## config.mk

```make
export PLATFORM = sky130hd
export DESIGN_NAME = midi_rx_parser
export DESIGN_NICKNAME = d
export VERILOG_FILES = /design/src/rtl/midi_rx_parser.sv
export SDC_FILE = /design/constraint.sdc
export NUM_CORES = 1
export LEC_CHECK = 0
export CAP_MARGIN = 40
export CORE_ASPECT_RATIO = 1.4
export CORE_MARGIN = 5
export CORE_UTILIZATION = 51
export DETAILED_ROUTE_END_ITERATION = 16
export GPL_ROUTABILITY_DRIVEN = 0
export HOLD_SLACK_MARGIN = 0.06
export PLACE_DENSITY = 0.79
export SLEW_MARGIN = 5
export SYNTH_ARGS = -nofsm -noshare
export SYNTH_HDL_FRONTEND = slang
export SYNTH_SLANG_ARGS = --single-unit
```

## constraint.sdc

```tcl
create_clock -name clk -period 5.72 [get_ports clk]
set_clock_uncertainty 0.2 [all_clocks]
set_input_delay 1.716 -clock clk [delete_from_list [all_inputs] [get_ports clk]]
set_output_delay 1.716 -clock clk [all_outputs]
set_load 0.01 [all_outputs]
```

## src/rtl/midi_rx_parser.sv

```systemverilog
// MIDI receive front end: 2-flop synchroniser, 8N1 UART deserialiser and a
// Note On/Off parser with running status, presenting {note, velocity} plus a one-cycle pulse.
module midi_rx_parser #(
  parameter int          CLK_HZ      = 50_000_000,
  parameter int          BAUD        = 31250,
  parameter bit          CHAN_FILTER = 1'b0,
  parameter logic [3:0]  CHAN        = 4'd0
) (
  input  logic        clk,
  input  logic        rst,
  input  logic        midiRx,
  output logic [15:0] dataMidi,
  output logic        MidiInterrupt,
  output logic        noteOff,
  output logic        frameErr
);

  localparam int CPB = CLK_HZ / BAUD;
  localparam int CW  = (CPB > 2) ? $clog2(CPB) : 2;
  localparam logic [CW-1:0] BIT_LAST = CW'(CPB - 1);
  localparam logic [CW-1:0] HALF_M1  = CW'(CPB / 2 - 1);

  typedef enum logic [2:0] {U_IDLE, U_START, U_DATA, U_STOP, U_WAITHI} uart_state_t;
  typedef enum logic [1:0] {P_STAT, P_NOTE, P_VEL} parse_state_t;

  logic rxMeta, rxSync, rxPrev, rxFall;

  uart_state_t uState, uStateN;
  logic [CW-1:0] cnt, cntN;
  logic [2:0]    bitIdx, bitIdxN;
  logic [7:0]    shiftReg, shiftN;
  logic          byteValid, byteValidN, frameErrN;

  parse_state_t pState, pStateN;
  logic         rsValid, rsValidN, rsOff, rsOffN;
  logic [3:0]   rsChan, rsChanN;
  logic [6:0]   noteReg, noteRegN;
  logic [15:0]  dataMidiN;
  logic         noteOffN, intN, chanOk;

  // Synchroniser resets to the idle-high line level so reset never fakes a start edge.
  always_ff @(posedge clk or posedge rst) begin
    if (rst) begin
      rxMeta <= 1'b1;
      rxSync <= 1'b1;
      rxPrev <= 1'b1;
    end else begin
      rxMeta <= midiRx;
      rxSync <= rxMeta;
      rxPrev <= rxSync;
    end
  end

  assign rxFall = rxPrev & ~rxSync;

  always_ff @(posedge clk or posedge rst) begin
    if (rst) begin
      uState    <= U_IDLE;
      cnt       <= '0;
      bitIdx    <= '0;
      shiftReg  <= '0;
      byteValid <= 1'b0;
      frameErr  <= 1'b0;
    end else begin
      uState    <= uStateN;
      cnt       <= cntN;
      bitIdx    <= bitIdxN;
      shiftReg  <= shiftN;
      byteValid <= byteValidN;
      frameErr  <= frameErrN;
    end
  end

  always_comb begin
    uStateN    = uState;
    cntN       = cnt;
    bitIdxN    = bitIdx;
    shiftN     = shiftReg;
    byteValidN = 1'b0;
    frameErrN  = 1'b0;
    unique case (uState)
      U_IDLE: begin
        cntN = '0;
        if (rxFall) uStateN = U_START;
      end
      U_START: begin
        if (cnt == HALF_M1) begin
          cntN    = '0;
          bitIdxN = '0;
          uStateN = rxSync ? U_IDLE : U_DATA;
        end else begin
          cntN = cnt + CW'(1);
        end
      end
      U_DATA: begin
        if (cnt == BIT_LAST) begin
          cntN    = '0;
          shiftN  = {rxSync, shiftReg[7:1]};
          bitIdxN = bitIdx + 3'd1;
          if (bitIdx == 3'd7) uStateN = U_STOP;
        end else begin
          cntN = cnt + CW'(1);
        end
      end
      U_STOP: begin
        if (cnt == BIT_LAST) begin
          cntN = '0;
          if (rxSync) begin
            byteValidN = 1'b1;
            uStateN    = U_IDLE;
          end else begin
            frameErrN = 1'b1;
            uStateN   = U_WAITHI;
          end
        end else begin
          cntN = cnt + CW'(1);
        end
      end
      U_WAITHI: begin
        cntN = '0;
        if (rxSync) uStateN = U_IDLE;
      end
      default: uStateN = U_IDLE;
    endcase
  end

  always_ff @(posedge clk or posedge rst) begin
    if (rst) begin
      pState        <= P_STAT;
      rsValid       <= 1'b0;
      rsOff         <= 1'b0;
      rsChan        <= '0;
      noteReg       <= '0;
      dataMidi      <= '0;
      noteOff       <= 1'b0;
      MidiInterrupt <= 1'b0;
    end else begin
      pState        <= pStateN;
      rsValid       <= rsValidN;
      rsOff         <= rsOffN;
      rsChan        <= rsChanN;
      noteReg       <= noteRegN;
      dataMidi      <= dataMidiN;
      noteOff       <= noteOffN;
      MidiInterrupt <= intN;
    end
  end

  assign chanOk = !CHAN_FILTER || (rsChan == CHAN);

  always_comb begin
    pStateN   = pState;
    rsValidN  = rsValid;
    rsOffN    = rsOff;
    rsChanN   = rsChan;
    noteRegN  = noteReg;
    dataMidiN = dataMidi;
    noteOffN  = noteOff;
    intN      = 1'b0;
    if (byteValid) begin
      if (shiftReg >= 8'hF8) begin
        // Realtime bytes may interleave anywhere and leave the message untouched.
        pStateN = pState;
      end else if (shiftReg[7]) begin
        if (shiftReg[7:5] == 3'b100) begin
          rsValidN = 1'b1;
          rsOffN   = ~shiftReg[4];
          rsChanN  = shiftReg[3:0];
          pStateN  = P_NOTE;
        end else begin
          rsValidN = 1'b0;
          pStateN  = P_STAT;
        end
      end else begin
        unique case (pState)
          P_STAT: begin
            if (rsValid) begin
              noteRegN = shiftReg[6:0];
              pStateN  = P_VEL;
            end
          end
          P_NOTE: begin
            noteRegN = shiftReg[6:0];
            pStateN  = P_VEL;
          end
          P_VEL: begin
            pStateN = P_STAT;
            if (chanOk) begin
              dataMidiN = {1'b0, noteReg, 1'b0, shiftReg[6:0]};
              noteOffN  = rsOff | (shiftReg[6:0] == 7'd0);
              intN      = 1'b1;
            end
          end
          default: pStateN = P_STAT;
        endcase
      end
    end
  end

endmodule

```

==> impl_metrics.tcl, run 1 <==
set metrics [dict create \
    antenna_found_initial 0 \
    rsz0062_at_grt "false" \
    synthFlopType "dfrtp_1" \
    wire_per_inst_um 14.3 \
    p_per_area_nw_per_um2 334 \
    diodes 0 \
    whs_ns 0.156 \
    maxSlewHeadroom 0.522 \
    cts.htree.levels 3 \
    grt_overflow 0 \
    setup_viol 0 \
    grt_pass1_wl_mm 7.70 \
    netlist_instances 214 \
    synth_edf_count 0 \
    timing.rr.start "cnt[1]" \
    hold_path_end "rxSync" \
    crit_required_ns 3.80 \
    die_h_um 93.9 \
    vias_per_cell 5.53 \
    core_sq_um 4880 \
    min_path_cells 0 \
    status "complete, no violations" \
    hold_start "rxMeta" \
    grt_use_total 0.151 \
    crit_chain "clkdlybuf4s50_1" \
    drt_first_pass_iters 4 \
    fmax_mhz 319 \
    end_kind "primary output" \
    highest_layer "met4" \
    fin_cells 308 \
    drc 0 \
    dieArea_sq_um 6570 \
    fin_crit_sh 0.547 \
    path_buf_inv 1 \
    critPathSlowestCell "clkdlybuf4s50_1" \
    clk_pin_slew_worst_paths_ns 0.06 \
    post-synth-top-count-cell "dfrtp_1" \
    worstHoldPathType "flop to flop" \
    cts_hold_buf 0 \
    post-place-cells 293 \
    cpPeakStageDelay_ns 0.54 \
    grt_pass1_vias 1674 \
    period_needed_ns 3.13 \
    cts_tree "yes" \
    syn_area_sq_um 2560 \
    hold_violations 0 \
    p_leak_nw 1.45 \
    ys_warn_count 0 \
    worst_pin_slew_ns 0.712 \
    area_delta_synth_final_pct 19.1 \
    synth_top_cell_by_area "dfrtp_1" \
    wl_met1_mm 1.84 \
    port_buffers 19 \
    drtIter0Drc 112 \
    postCtsSetupBuffers 0 \
    postSynthAreaPerCell_sq_um 12.0 \
    fin_nets 246 \
    insertion_delay_ns 0.34 \
    worst-r2r-setup-slack_ns 3.48 \
    netlist_top_cells_area "dfrtp_1 (53%), mux2_2 (13%), dfstp_2 (3.1%)" \
    cp_top_family "buffers and inverters" \
    ys_types 47 \
    ios 22 \
    vias 1702 \
    cts_num_sinks 57 \
    cts_root_buffer "clkbuf_8" \
    fill_cells 400 \
    wl_met3_um 245 \
    multi_input_area_sq_um 1080 \
    dieWidth_um 69.9 \
    irDropWorstVdd_mv 0.213 \
    grt_max_degree 37 \
    yosysTopAreaCellShare 0.527 \
    cts_buffers 9 \
    placementRows 30 \
    synthArstFlopShare 1.00 \
    post-dp-hpwl_mm 3.06 \
    slew_violations 0 \
    p_total_mw 1.02 \
    yosys-top-cells-count "dfrtp_1 (54), mux2_2 (29), nand2_1 (18), o21ai_0 (12), nor2_1 (11)" \
    drt-total-wl_mm 4.41 \
    ys_seq_elements 57 \
    dr_wl_met2_mm 2.23 \
    drive_gt1_frac 0.258 \
    placed_area_sq_um 2830 \
    ant_nets 0 \
    setup_tns_ns 0 \
    ctsResizeCount 0 \
    regArea_sq_um 1430 \
    path_class "flop to primary output" \
    cp_max_fo 2 \
    ys_seq_area_frac 0.558 \
    start_kind "flop" \
    start_util 0.526 \
    timing.rr.end "shiftReg[3]" \
    arrival_ns 1.22 \
    clock_path_buffers 2 \
    final_cell_area_sq_um 3050 \
    reg2regPathDepth 5 \
    max_cap_violations 0 \
]
layout by cell type, fill, tap and decap left out, types with 4 or more instances in the layout:
master and n:
dfrtp_1 54, mux2_2 29, o21ai_1 4, nor2_1 11
clkdlybuf4s50_1 19, o21ai_0 12, nand3_1 7, a21oi_1 8
nor3_1 6, nor2b_1 4, clkbuf_8 12, inv_1 7
nand2_1 18
where the power goes:
| part | total, mW | internal, mW | switching [mW] | leakage, nW |
|---|---|---|---|---|
| logic | 0.129 | 0.0533 | 0.0760 | 0.557 |
| clock network | 0.429 | 0.279 | 0.150 | 0.116 |
| registers | 0.461 | 0.425 | 0.0364 | 0.778 |
registers in the layout, summed over array words and instances (netlist names), 2 cells and up:
register  count
bitIdx        3
cnt          11
noteReg       7
pState        2
dataMidi     14
shiftReg      8
uState        3
kinds of logic after synthesis:
logic type	synth area share
adder cells (fa/ha/maj)	0.0146
AND/OR/NAND/NOR	0.151
flip-flops	0.558
other	0.00146
XOR/XNOR	0.0102
buffers and inverters	0.0302
AO/OA/AOI/OAI	0.0956
multiplexers	0.139
metrics by stage:
stage / setup WS, ns / utilization
final: 2.59 / 0.626
after floorplan: 2.41 / -
after global routing: 2.53 / 0.626
after CTS: 2.56 / 0.626
after detailed placement: 2.58 / 0.579
after global placement: 2.60 / 0.577
cell type report:
class                      count  share of cell area
inverter                       8             0.00983
timing repair buffer          21              0.0684
sequential                    57               0.468
multi-input combinational    143               0.352
tap                           64              0.0262
clock inverter                 2              0.0197
clock buffer                  13              0.0553
metal layers:
layer	GRT usage	vias up
met5	0	-
li1	-	811
met3	0.0557	9
met1	0.173	844
met2	0.252	38
met4	0.0671	0
worst max-delay path by stage:
stage	start	endpoint	slack, ns	cells after the start
2_1_floorplan	rst	MidiInterrupt	2.41	1
3_3_place_gp	rst	rxSync	2.60	3
3_5_place_dp	rst	rxSync	2.58	3
4_1_cts	dataMidi[2]	dataMidi[2]	2.56	1
5_1_grt	dataMidi[2]	dataMidi[2]	2.53	1
6_report	dataMidi[2]	dataMidi[2]	2.59	1
Note: power is estimated with default switching activity, not from simulation.
==> inputs of run 2 (changes only) <==
Clock period 5.72 ns to 3.05 ns, I/O delays scaled along.
==> run 2 against run 1 <==
  * Worst hold slack improved by 0.00096 ns
  * Clock-buffer cell count is 2 lower
  * Sequential power up 87%
  * Non-clock buffer count is 2 higher
  * Via count is 1.2% lower
  * Utilization down 0.74 points
  * Largest power group unchanged
  * Highest routed layer unchanged
==> impl_metrics.tcl, run 2 (same netlist as run 1, synthesis figures left out) <==
set metrics [dict create \
    max_cap_violations 0 \
    grt_pass1_wl_mm 7.47 \
    post-dp-hpwl_mm 3.09 \
    setup_tns_ns 0 \
    cp_max_fo 2 \
    utilization 0.618 \
    crit_chain "clkdlybuf4s50_1" \
    worstHoldPathType "flop to flop" \
    arrival_ns 1.23 \
    top_register "dataMidi" \
    wire_per_inst_um 13.8 \
    postCtsSetupBuffers 0 \
    p_per_area_nw_per_um2 572 \
    grt_use_total 0.148 \
    vias 1681 \
    final_common_cell "dfrtp_1" \
    fin_crit_sh 0.770 \
    irDropWorstVdd_mv 0.406 \
    worst_slack_ns 0.702 \
    insertion_delay_ns 0.33 \
    setup_viol 0 \
    regArea_sq_um 1430 \
    cts.htree.levels 3 \
    cts_buffers 9 \
    final_cell_mix "dfrtp_1 (54), mux2_2 (29), clkdlybuf4s50_1 (19), nand2_1 (18), o21ai_0 (12)" \
    diodes 0 \
    clock_path_buffers 2 \
    drtIter0Drc 51 \
    path_class "flop to primary output" \
    end_kind "primary output" \
    fin_nets 248 \
    area_delta_synth_final_pct 17.7 \
    drc 0 \
    p_leak_nw 1.43 \
    cp_top_family "buffers and inverters" \
    period_needed_ns 2.35 \
    hold_violations 0 \
    fill_cells 399 \
    dieWidth_um 69.9 \
    drt-total-wl_mm 4.31 \
    cts_tree "yes" \
    cpPeakStageDelay_ns 0.54 \
    reg_top3 "dataMidi x14, cnt x11, shiftReg x8" \
    ios 22 \
    grt_max_degree 29 \
    largest_reg_flops 14 \
    ctsResizeCount 0 \
    maxSlewHeadroom 0.501 \
    cts_num_sinks 57 \
    start_util 0.526 \
    vias_per_cell 5.41 \
    path_buf_inv 1 \
    dp_slack_ns 0.856 \
    die_h_um 93.9 \
    rsz0062_at_grt "false" \
    grt_overflow 0 \
    cts_root_buffer "clkbuf_8" \
    placementRows 30 \
    ant_nets 0 \
    drt_first_pass_iters 4 \
    multi_input_area_sq_um 1080 \
    worst_pin_slew_ns 0.744 \
    crit_required_ns 1.93 \
    start_kind "flop" \
    fmax_mhz 426 \
    dieArea_sq_um 6570 \
    core_sq_um 4880 \
    cts_hold_buf 0 \
    antenna_found_initial 0 \
    port_buffers 19 \
    slew_violations 0 \
    status "complete, no violations" \
    critPathSlowestCell "clkdlybuf4s50_1" \
    drive_gt1_frac 0.271 \
    clk_pin_slew_worst_paths_ns 0.06 \
    grt_pass1_vias 1609 \
]
run 2: changes by cell type in the layout (fill, tap and decap cells not counted):
cell	delta
buf_4	+3
bufinv_16	-2
clkbuf_1	-1
clkbuf_8	-1
clkinv_2	+3
clkinvlp_4	+2
buf_6	-1
run 2: path summary, 6_finish.rpt:
path                        startpoint           end  slack (ns)  cells past startpoint
min                             rxMeta        rxSync        0.16                      0
min in group asynchronous          rst        cnt[3]        0.76                      2
max                        dataMidi[5]   dataMidi[5]        0.70                      1
max reg2reg                     cnt[0]        cnt[0]        0.87                      6
min reg2reg                     rxMeta        rxSync        0.16                      0
max in group asynchronous          rst  dataMidi[10]        1.26                      3
run 2: stage by stage:
| step | area (sq um) | total power, mW | hold WS, ns | cells |
|---|---|---|---|---|
| floorplan | 2570 | 1.09 | 0.145 | 215 |
| global placement | 2840 | 1.11 | 0.147 | 295 |
| detailed placement | 2840 | 1.12 | 0.149 | 295 |
| CTS | 3020 | 1.74 | 0.158 | 311 |
| global route | 3020 | 1.83 | 0.164 | 311 |
| finish | 3020 | 1.73 | 0.157 | 311 |
run 2: final cells by class:
cell class                      instances  area share
Tap cell                               64      0.0265
Clock buffer                           11      0.0502
Clock inverter                          5     0.00995
Multi-Input combinational cell        143       0.357
Timing Repair Buffer                   23      0.0730
Sequential cell                        57       0.474
Inverter                                8     0.00995
run 2: routing by layer:
layer  track usage  wire [um]  vias up
li1              -          -      825
met1         0.166       1780      819
met2         0.250       2260       29
met3        0.0428        200        8
met4        0.0815         71        0
met5             0          0        -
run 2: power by group:
| part | switching (mW) | internal [mW] | total (mW) |
|---|---|---|---|
| Clock | 0.292 | 0.334 | 0.625 |
| Sequential | 0.0675 | 0.796 | 0.864 |
| Combinational | 0.137 | 0.101 | 0.238 |
==> inputs of run 3 (changes only) <==
Clock period 3.05 ns to 2.2 ns, I/O delays scaled along.
==> run 3 against run 2 <==
  * Worst hold slack lost 0.0021 ns
  * Clock power is 52% higher
  * Routed wire length is 6.8% higher
  * Sequential power up 35%
  * Sequential share of layout area fell by 1.9 points
  * Die area stayed put
  * Power rose by 50%
  * Register-to-register slack got worse by 0.81 ns
  * Cell count grew 2.6%
  * Via count is 2.4% higher
  * Critical endpoint is now shiftReg[6]
==> impl_metrics.tcl, run 3 (same netlist as run 1, synthesis figures left out) <==
set metrics [dict create \
    status "complete, no violations" \
    drt_first_pass_iters 4 \
    reg_top3 "dataMidi x14, cnt x11, shiftReg x8" \
    crit_chain "ha_2 > and4_2 > nand4_4 > nor3_4 > buf_12 > mux2_2" \
    start_kind "flop" \
    power_switching_share 0.280 \
    dieArea_sq_um 6570 \
    cts_hold_buf 0 \
    dieWidth_um 69.9 \
    final_common_cell "dfrtp_1" \
    p_int_mw 1.86 \
    area_delta_synth_final_pct 22.6 \
    start_util 0.526 \
    path_depth 6 \
    grt_pass1_vias 1779 \
    p_per_area_nw_per_um2 821 \
    use_met1 0.169 \
    worst_pin_slew_ns 0.494 \
    p_leak_nw 1.49 \
    slew_violations 0 \
    vias 1722 \
    final_cell_mix "dfrtp_1 (54), mux2_2 (29), clkdlybuf4s50_1 (19), nand2_1 (18), o21ai_0 (12)" \
    setup_viol 0 \
    p_clk_frac 0.368 \
    largest_reg_flops 14 \
    path_class "flop to flop" \
    fmax_mhz 468 \
    worstHoldPathType "flop to flop" \
    drt-total-wl_mm 4.60 \
    drtIter0Drc 84 \
    worst_slack_ns 0.0632 \
    power_frac_comb 0.179 \
    clk_pin_slew_worst_paths_ns 0.06 \
    setup_tns_ns 0 \
    end_kind "flop" \
    port_buffers 19 \
    placementRows 30 \
    irDropWorstVdd_mv 0.542 \
    p_sw_mw 0.723 \
    cp_top_family "simple AND/OR/NAND/NOR gates" \
    cp_max_fo 9 \
    cts_num_sinks 57 \
    path_buf_inv 1 \
    ios 22 \
    ant_nets 0 \
    crit_required_ns 2.22 \
    fin_crit_sh 0.971 \
    vias_per_cell 5.40 \
    grt_overflow 0 \
    met3_usage 0.0557 \
    grt_pass1_wl_mm 8.06 \
    hold_violations 0 \
    reg2regPathDepth 6 \
    insertion_delay_ns 0.33 \
    drive_gt1_frac 0.294 \
    max_cap_violations 0 \
    period_needed_ns 2.14 \
    cts_root_buffer "clkbuf_8" \
    fill_cells 399 \
    grt_util_met2 0.273 \
    min_path_cells 0 \
    grt_use_total 0.158 \
    arrival_ns 2.15 \
    cts_buffers 9 \
    critPathSlowestCell "dfrtp_1" \
    cts_tree "yes" \
    cts.htree.levels 3 \
    dp_slack_ns 0.0570 \
    fin_nets 256 \
    grt.busiest_layer "met2" \
    wire_per_inst_um 14.4 \
    grt_max_degree 31 \
    core_sq_um 4880 \
    maxSlewHeadroom 0.667 \
    cpPeakStageDelay_ns 0.39 \
    top_register "dataMidi" \
    diodes 0 \
    die_h_um 93.9 \
    clock_path_buffers 2 \
    drc 0 \
    antenna_found_initial 0 \
    p_total_mw 2.58 \
    seqPwrFrac 0.453 \
    post-dp-hpwl_mm 3.23 \
]
[run 3: cell count changes in the layout (fill, tap and decap cells not counted), sizes merged]
cell      previous run  this run
clkinvlp             2         3
bufinv               0         1
inv                  8         7
clkinv               3         2
buf                  4        12
[run 3: per-stage QoR]
step,instance area (sq um),util,hold WS (ns),instances
floorplan,2570,-,0.145,215
global placement,2900,0.594,0.146,301
detailed placement,2900,0.594,0.147,301
CTS,3090,0.634,0.156,317
global route,3150,0.645,0.159,319
finish,3150,0.645,0.155,319
[run 3: final timing paths]
check | startpoint | end | slack, ns
setup / recovery | cnt[1] | shiftReg[6] | 0.06
hold / removal | rxMeta | rxSync | 0.16
setup reg to reg | cnt[1] | shiftReg[6] | 0.06
hold reg to reg | rxMeta | rxSync | 0.16
max in group asynchronous | rst | cnt[9] | 0.86
min in group asynchronous | rst | byteValid | 0.45
[run 3: what timing repair did]
action | CTS | global route
setup buffers | 0 | 2
hold endpoints to repair | 0 | 0
resized for setup | 0 | 2
setup endpoints to repair | 0 | 12
[run 3: per-layer routing]
metal	part of all wire	wire, um	vias to the layer above
met1	0.40	1820	842
met3	0.050	231	8
li1	-	-	834
met2	0.53	2440	38
met4	0.022	102	0
met5	0	0	-
[run 3: power groups by stage]
stage / combinational (mW) / clock [mW] / sequential (mW)
after floorplan: 0.342 / 0 / 1.16
after global placement: 0.390 / 0 / 1.18
after detailed placement: 0.400 / 0 / 1.19
after CTS: 0.405 / 0.989 / 1.17
after global routing: 0.514 / 1.03 / 1.18
final: 0.462 / 0.951 / 1.17
[run 3: final cells by class]
class,count,area (sq um),share of cell area
clock inverter,5,55.1,0.0175
inverter,8,33.8,0.0107
clock buffer,11,141,0.0449
sequential,57,1430,0.455
multi-input combinational,143,1090,0.346
tap,64,80.1,0.0255
timing repair buffer,31,318,0.101
